===== src/rtl/rng_scheduler_pkg.sv =====
// Shared types and constants for the LFSR draw scheduler.
// State encoding, reset seed and the zero-seed substitute.
package rng_scheduler_pkg;

   typedef enum logic [1:0] {
      IDLE    = 2'd0,
      ARB     = 2'd1,
      STEP    = 2'd2,
      DELIVER = 2'd3
   } state_t;

   localparam logic [1:0] LFSR_SEED  = 2'b01;
   localparam logic [1:0] SEED_SUBST = 2'b01;

endpackage


===== src/rtl/rng_scheduler_lfsr_step.sv =====
// 2-bit Fibonacci LFSR (period 3) with step enable and load.
// A zero load value is replaced so the register never locks at 00.
module lfsr_step
   import rng_scheduler_pkg::*;
#(
   parameter logic [1:0] SEED = LFSR_SEED
) (
   input  logic       clk,
   input  logic       rst,
   input  logic       step,
   input  logic       load,
   input  logic [1:0] load_val,
   output logic [1:0] lfsr
);

   localparam logic [1:0] RST_VAL = (SEED == 2'b00) ? SEED_SUBST : SEED;

   always_ff @(posedge clk or negedge rst) begin
      if (!rst) begin
         lfsr <= RST_VAL;
      end else if (load) begin
         lfsr <= (load_val == 2'b00) ? SEED_SUBST : load_val;
      end else if (step) begin
         lfsr <= {lfsr[0], lfsr[1] ^ lfsr[0]};
      end
   end

endmodule


===== src/rtl/rng_scheduler.sv =====
// Round-robin draw scheduler for the shared 2-bit LFSR.
// Define RNG_FREE_RUN_EN to also advance the LFSR in IDLE and ARB.
module rng_scheduler
   import rng_scheduler_pkg::*;
#(
   parameter int         NUM_REQ = 4,
   parameter int         STEPS   = 2,
   parameter logic [1:0] SEED    = LFSR_SEED
) (
   input  logic               clk,
   input  logic               rst,
   input  logic [NUM_REQ-1:0] req,
   input  logic               reseed,
   input  logic [1:0]         seed_val,
   output logic [NUM_REQ-1:0] gnt,
   output logic [1:0]         rnd_out,
   output logic               valid,
   output logic               busy
);

   localparam int IW = (NUM_REQ > 1) ? $clog2(NUM_REQ) : 1;

   state_t          state, state_nx;
   logic [IW-1:0]   last, winner, pick, idx;
   logic            found;
   logic [2:0]      cnt;
   logic [1:0]      lfsr, rnd_q;
   logic            step_en;
   int              j;

   // Search starts just above the last winner so it gets lowest priority.
   always_comb begin
      found = 1'b0;
      pick  = last;
      idx   = '0;
      j     = 0;
      for (int i = 1; i <= NUM_REQ; i++) begin
         j   = (int'(last) + i) % NUM_REQ;
         idx = IW'(j);
         if (!found && req[idx]) begin
            found = 1'b1;
            pick  = idx;
         end
      end
   end

   always_comb begin
      state_nx = state;
      unique case (state)
         IDLE:    if (|req) state_nx = ARB;
         ARB:     state_nx = found ? STEP : IDLE;
         STEP:    if (cnt == 3'd1) state_nx = DELIVER;
         DELIVER: state_nx = IDLE;
         default: state_nx = IDLE;
      endcase
   end

   always_ff @(posedge clk or negedge rst) begin
      if (!rst) begin
         state  <= IDLE;
         last   <= IW'(NUM_REQ - 1);
         winner <= '0;
         cnt    <= '0;
         rnd_q  <= '0;
      end else begin
         state <= state_nx;
         if (state == ARB && found) begin
            winner <= pick;
            cnt    <= 3'(STEPS);
         end
         if (state == STEP) cnt <= cnt - 3'd1;
         if (state == DELIVER) begin
            last  <= winner;
            rnd_q <= lfsr;
         end
      end
   end

`ifdef RNG_FREE_RUN_EN
   assign step_en = (state == STEP) || (state == IDLE) || (state == ARB);
`else
   assign step_en = (state == STEP);
`endif

   lfsr_step #(.SEED(SEED)) u_lfsr (
      .clk      (clk),
      .rst      (rst),
      .step     (step_en),
      .load     (reseed),
      .load_val (seed_val),
      .lfsr     (lfsr)
   );

   assign valid   = (state == DELIVER);
   assign busy    = (state != IDLE);
   assign gnt     = valid ? (NUM_REQ'(1) << winner) : '0;
   assign rnd_out = valid ? lfsr : rnd_q;

endmodule

===== config.mk =====
export PLATFORM = sky130hd
export DESIGN_NAME = rng_scheduler
export DESIGN_NICKNAME = d
export VERILOG_FILES = /design/src/rtl/rng_scheduler_pkg.sv /design/src/rtl/rng_scheduler_lfsr_step.sv /design/src/rtl/rng_scheduler.sv
export SDC_FILE = /design/constraint.sdc
export NUM_CORES = 1
export LEC_CHECK = 0
export BUFFER_PORTS_ARGS = -buffer_cell sky130_fd_sc_hd__buf_2
export CORE_ASPECT_RATIO = 0.9
export CORE_UTILIZATION = 35
export DETAILED_ROUTE_END_ITERATION = 16
export PLACE_DENSITY = 0.54
export SKIP_LAST_GASP = 1
export SLEW_MARGIN = 20
export SYNTH_ARGS = -nofsm -noshare
export SYNTH_HDL_FRONTEND = slang
export SYNTH_HIERARCHICAL = 1
export SYNTH_SLANG_ARGS = --single-unit

===== constraint.sdc =====
create_clock -name clk -period 1.35 [get_ports clk]
set_input_delay 0.0675 -clock clk [delete_from_list [all_inputs] [get_ports clk]]
set_output_delay 0.0675 -clock clk [all_outputs]
set_load 0.1 [all_outputs]

==> results of run 1 <==
==> final cells by class <==
type                       count  area, um^2
clock buffer                   3        22.5
clock inverter                 1        5.00
fill                         128         626
timing repair buffer          28         317
inverter                       7        30.0
sequential                    13         332
tap                           24        30.0
multi-input combinational     45         408
==> cells in the mapped netlist, drive strengths merged <==
library cell	count
mux2i	5
a222oi	1
nand2b	2
dfstp	3
nand3	1
and3	2
o21ai	2
nand2	4
nand3b	2
xor2	1
a22o	1
mux2	3
and4b	1
ha	2
inv	7
or2	2
nor2	8
nor4	1
o21a	1
a311oi	1
dfrtp	10
nor3	1
a211oi	2
o221ai	1
a22oi	1
==> final timing paths <==
kind                            startpoint  cells after the start  slack (ns)             end
worst max-delay path              state[0]                      5       -0.08          gnt[3]
worst min-delay path                req[1]                      3        0.17       winner[0]
worst max register to register    register                      4        0.03       winner[1]
worst min register to register     last[0]                      2        0.51         last[0]
max in group asynchronous              rst                      2        0.87         last[0]
min in group asynchronous              rst                      2        0.20  u_lfsr/lfsr[1]
==> worst reg2reg max path: stages, from the launching register on <==
cell and delay, ns:
dfrtp_2 0.44, buf_4 0.17, nand2b_4 0.16, or2_4 0.23
a22o_1 0.22
==> cells by family (layout without fill, tap and decap cells) <==
| logic type | count (synthesis) | in the layout |
|---|---|---|
| simple gates | 24 | 24 |
| buf+inv | 7 | 39 |
| compound gates | 10 | 10 |
| fa+ha+maj | 2 | 2 |
| mux | 8 | 8 |
| xor+xnor | 1 | 1 |
| flops | 13 | 13 |
==> metal layers <==
metal | share of wire (%) | vias to the layer above | wire length, um
li1 | - | 302 | -
met1 | 46 | 279 | 747
met5 | 0 | - | 0
met2 | 47 | 17 | 771
met4 | 1.0 | 0 | 17
met3 | 6.4 | 5 | 105
==> repair_timing <==
| item | in CTS | in global routing |
|---|---|---|
| resized for setup | 16 | 5 |
| hold buffers | 4 | 0 |
| endpoints found under the hold margin | 14 | 0 |
| endpoints found under the setup margin | 6 | 11 |
| setup buffers | 6 | 1 |
| pin swaps | 1 | 2 |
==> metrics by stage <==
step           instance area (um^2)  utilization (%)
6_report                       1140             64.6
3_3_place_gp                    931             52.6
5_1_grt                        1140             64.6
2_1_floorplan                   738                -
4_1_cts                        1110             63.0
3_5_place_dp                    931             52.6
==> flip-flops by register name, indices dropped and copies added, names as in the netlist, named ones only <==
signal       cells
cnt              3
last             2
rnd_q            2
u_lfsr/lfsr      2
state            1
winner           2
==> power by group through the flow <==
stage / Clock [uW] / Combinational (uW) / Sequential [uW]
2_1_floorplan: 0 / 1190 / 794
4_1_cts: 258 / 1970 / 818
3_3_place_gp: 0 / 1510 / 842
3_5_place_dp: 0 / 1520 / 848
5_1_grt: 272 / 2160 / 852
6_report: 249 / 2050 / 824
==> out/metrics.yaml, run 1 <==
period_needed_ns: 1.43
clk_pin_slew_worst_paths_ns: 0.08
slowest_delay_ns: 0.45
synth_top_family_by_area: "simple AND/OR/NAND/NOR gates"
drive_above_1_share_pct: 51.5
synth_top_area_share_pct: 36.0
worst_path_max_delay_cell: "dfrtp_2"
fin_ws_ns: -0.0782
via_count: 603
p_leak_uw: 0.000528
gp_congestion: 0.730
syn_nets: 76
p_sw_uw: 1500
area_growth_pct: 64.4
power.density_nw_per_um2: 2730
grt_util_all_layers_pct: 17.7
synthXorXnorAreaFrac_pct: 1.26
synthCells: 65
firstDrtPassIters: 4
tightest_slew_ns: 0.341
finalPower_uw: 3120
violations: "negative setup slack"
cts_root_buf: "clkbuf_4"
crit_path_end_kind: "output pin"
crit_family: "flip-flops"
cts_buffer_depth: 2
crit_fanout: 4
crit_buf_inv: 3
power.share.clock_pct: 8.0
insertion_delay_ns: 0.28
cp_cell_sequence: "nand2_4 -> buf_6 -> clkinvlp_4 -> and3_4 -> buf_12"
grt_start_max_net_pins: 14
use_met3_pct: 7.90
preCtsSetupSlack_ns: 0.0668
top_usage_layer: "met2"
die-area_um2: 2170
synth_simple_gate_area_share_pct: 21.0
yosysTopAreaCell: "dfrtp_1"
drt_iter0_drc: 10
finalSetupViolations: 6
htreeDepth: 1
dp_cells: 106
max_freq_mhz: 700
synth_area_um2: 696
max-cap-violations: 0
muxShareOfSynthArea_pct: 12.1
antenna_found_initial: 0
synthAdderAreaFrac_pct: 3.60
io_buffers: 16
grt_overflow: 0
rsz0062_at_grt: "yes"
required_ns: 1.28
ys.warnings.count: 6
hpwlAfterDp_um: 1080
ys_ff_latch: 13
rows: 14
status: "finished with violations"
numCtsBuffers: 3
tns_ns: -0.331
layout_commonest_cell: "buf_12"
use_met2_pct: 28.6
max-slew-margin-rel_pct: 77.3
ant_nets: 0
start_util_pct: 39.3
drc: 0
p_int_uw: 1620
hold_violations: 0
wl_um: 1640
irDropWorstVdd_mv: 2.65
io_pins: 17
critPathLaunchType: "register"
grt_pass1_wl_um: 2710
worstSetupPathType: "register to output pin"
layout_common_cells: "9 x buf_12, 8 x dfrtp_1, 8 x buf_2"
yosysUniqueCellTypes: 28
vias_per_cell: 4.98
critical_path_arrival_ns: 1.36
switching_share_pct: 48.0
grt_pass1_vias: 590
antenna_cells: 0
power_frac_seq_pct: 26.4
synth_compound_area_share_pct: 11.0
grtUsageMet1_pct: 21.0
hold-worst-slack_ns: 0.168
min_period_over_period_pct: 106
layout.cells.non_filler: 121
yosys-top-cells-area: "dfrtp_1 36%, dfstp_2 11%, mux2i_1 7.2%"
skew_ns: 0.00172
core_um2: 1770
wl_per_cell_um: 13.6
avgSynthCellArea_um2: 10.7
hold_path.class: "input port to register"
final-max-slew-violation-count: 0
cts_tree: "yes"
synth-seq-area-share_pct: 47.3
die_h_um: 44.3
combPwrFrac_pct: 65.6
fin_nets: 109
cts_sinks: 13
die_w_um: 49.0
Note: power is estimated with default switching activity, not from simulation.
==> run 2: changes to the inputs <==
--- a/config.mk
+++ b/config.mk
@@ -6,10 +6,10 @@
 export NUM_CORES = 1
 export LEC_CHECK = 0
 export BUFFER_PORTS_ARGS = -buffer_cell sky130_fd_sc_hd__buf_2
-export CORE_ASPECT_RATIO = 0.9
-export CORE_UTILIZATION = 35
+export CORE_UTILIZATION = 50
 export DETAILED_ROUTE_END_ITERATION = 16
-export PLACE_DENSITY = 0.54
+export GPL_ROUTABILITY_DRIVEN = 0
+export PLACE_DENSITY = 0.73
 export SKIP_LAST_GASP = 1
 export SLEW_MARGIN = 20
 export SYNTH_ARGS = -nofsm -noshare
==> out/metrics.yaml, run 2 (synthesis gave the netlist of run 1 again) <==
status: "finished with violations"
violations: "negative setup slack"
grt_pass1_vias: 581
dr_wl_met2_um: 1000
wl_um: 1900
rsz0062_at_grt: "yes"
drc: 0
firstDrtPassIters: 4
regToRegSetupSlack_ns: 0
tns_ns: -0.686
worst_path_max_delay_cell: "dfrtp_2"
drt_iter0_drc: 17
cp_cell_sequence: "nand2_4 -> buf_6 -> clkinvlp_4 -> and3_4 -> buf_12"
dr.max_layer_used: "met4"
core_um2: 1300
min_period_over_period_pct: 110
die_h_um: 39.3
critPathLaunchType: "register"
via_count: 624
grt_start_max_net_pins: 14
crit_buf_inv: 3
tightest_slew_ns: 0.375
antenna_found_initial: 0
cts_root_buf: "clkbuf_4"
final-max-slew-violation-count: 0
io_buffers: 16
max_freq_mhz: 671
numCtsBuffers: 3
final_area_um2: 1090
insertion_delay_ns: 0.31
p_leak_uw: 0.000511
htreeDepth: 1
cts_buffer_depth: 2
met1Wirelength_um: 785
hold_violations: 0
layout_common_cells: "8 x dfrtp_1, 8 x buf_2, 7 x nor2_1, 7 x buf_12, 7 x buf_4"
period_needed_ns: 1.49
finalPower_uw: 3070
fill_cells: 60
area_growth_pct: 57.2
grt_pass1_wl_um: 2720
cts_sinks: 13
routed-wl-met3_um: 66
crit_fanout: 5
vias_per_cell: 5.57
finalSetupViolations: 8
critPathCapture: "gnt[2]"
drive_above_1_share_pct: 48.5
crit_cells: 5
largest_reg_flops: 3
ant_nets: 0
die_w_um: 39.3
worstSetupPathType: "register to output pin"
max-cap-violations: 0
irDropWorstVdd_mv: 3.17
clk_pin_slew_worst_paths_ns: 0.10
wl_per_cell_um: 17.0
critical_path_arrival_ns: 1.42
seqCellArea_um2: 332
timing.rr.end: "winner[1]"
io_pins: 17
required_ns: 1.28
hold_path.class: "input port to async pin"
layout.cells.non_filler: 112
power.density_nw_per_um2: 2800
start_util_pct: 53.5
place_area_um2: 920
die-area_um2: 1540
max-slew-margin-rel_pct: 75.0
antenna_cells: 0
cts_tree: "yes"
fin_ws_ns: -0.140
skew_ns: 0.0175
grt_overflow: 0
crit_path_end_kind: "output pin"
dp_cells: 97
grt_util_all_layers_pct: 29.5
hpwlAfterDp_um: 1070
regMostFlops: "cnt"
crit_family: "flip-flops"
rows: 13
multi_input_area_um2: 392
fin_nets: 109
rr_worst_depth: 4
slowest_delay_ns: 0.45
[run 2: worst min-delay path by stage]
stage,end,slack (ns),cells past startpoint
4_1_cts,winner[0],0.17,3
3_3_place_gp,u_lfsr/lfsr[1],-0.04,1
6_report,cnt[1],0.16,2
2_1_floorplan,async pin,-0.23,0
5_1_grt,winner[0],0.18,3
3_5_place_dp,u_lfsr/lfsr[1],-0.03,1
[run 2: report_power, final]
part | switching, uW | total, uW | internal, uW
Combinational | 1150 | 1950 | 805
Sequential | 235 | 838 | 603
Clock | 161 | 277 | 116
Total | 1540 | 3070 | 1520
[run 2: cell type report]
cell class / count / share of cell area, %
multi-input cells: 45 / 35.8
flip-flops and latches: 13 / 30.3
repair buffers: 28 / 27.0
inverters: 7 / 2.75
clock buffers: 4 / 2.40
well taps: 15 / 1.72
[run 2: metrics by stage]
step                setup WS [ns]  hold slack, ns  utilization (%)
finish                     -0.140           0.159             84.0
global route               -0.168           0.182             84.0
CTS                       -0.0944           0.173             83.2
detailed placement         0.0675         -0.0336             70.7
global placement            0.112         -0.0397             70.7
floorplan                  -0.155          -0.228                -
[run 2: repair_timing]
item / 4_1_cts / 5_1_grt
setup buffers: 7 / 0
hold buffers: 4 / 0
pin swaps: 1 / 0
gates resized for setup: 12 / 4
endpoints found under the setup margin: 7 / 10
endpoints found under the hold margin: 14 / 0
[run 2: metal layers]
metal / global-route usage (%) / vias to the layer above
li1: - / 298
met1: 32.4 / 310
met2: 49.6 / 11
met3: 10.2 / 5
met4: 15.5 / 0
met5: 0 / -
[run 2: worst register-to-register path: cells and delay by family, from the launching register on]
| family | cells | cell delay [ns] |
|---|---|---|
| and+or+nand+nor | 2 | 0.40 |
| DFF | 1 | 0.45 |
| AOI/OAI and AO/OA | 1 | 0.23 |
| buffers and inverters | 1 | 0.17 |
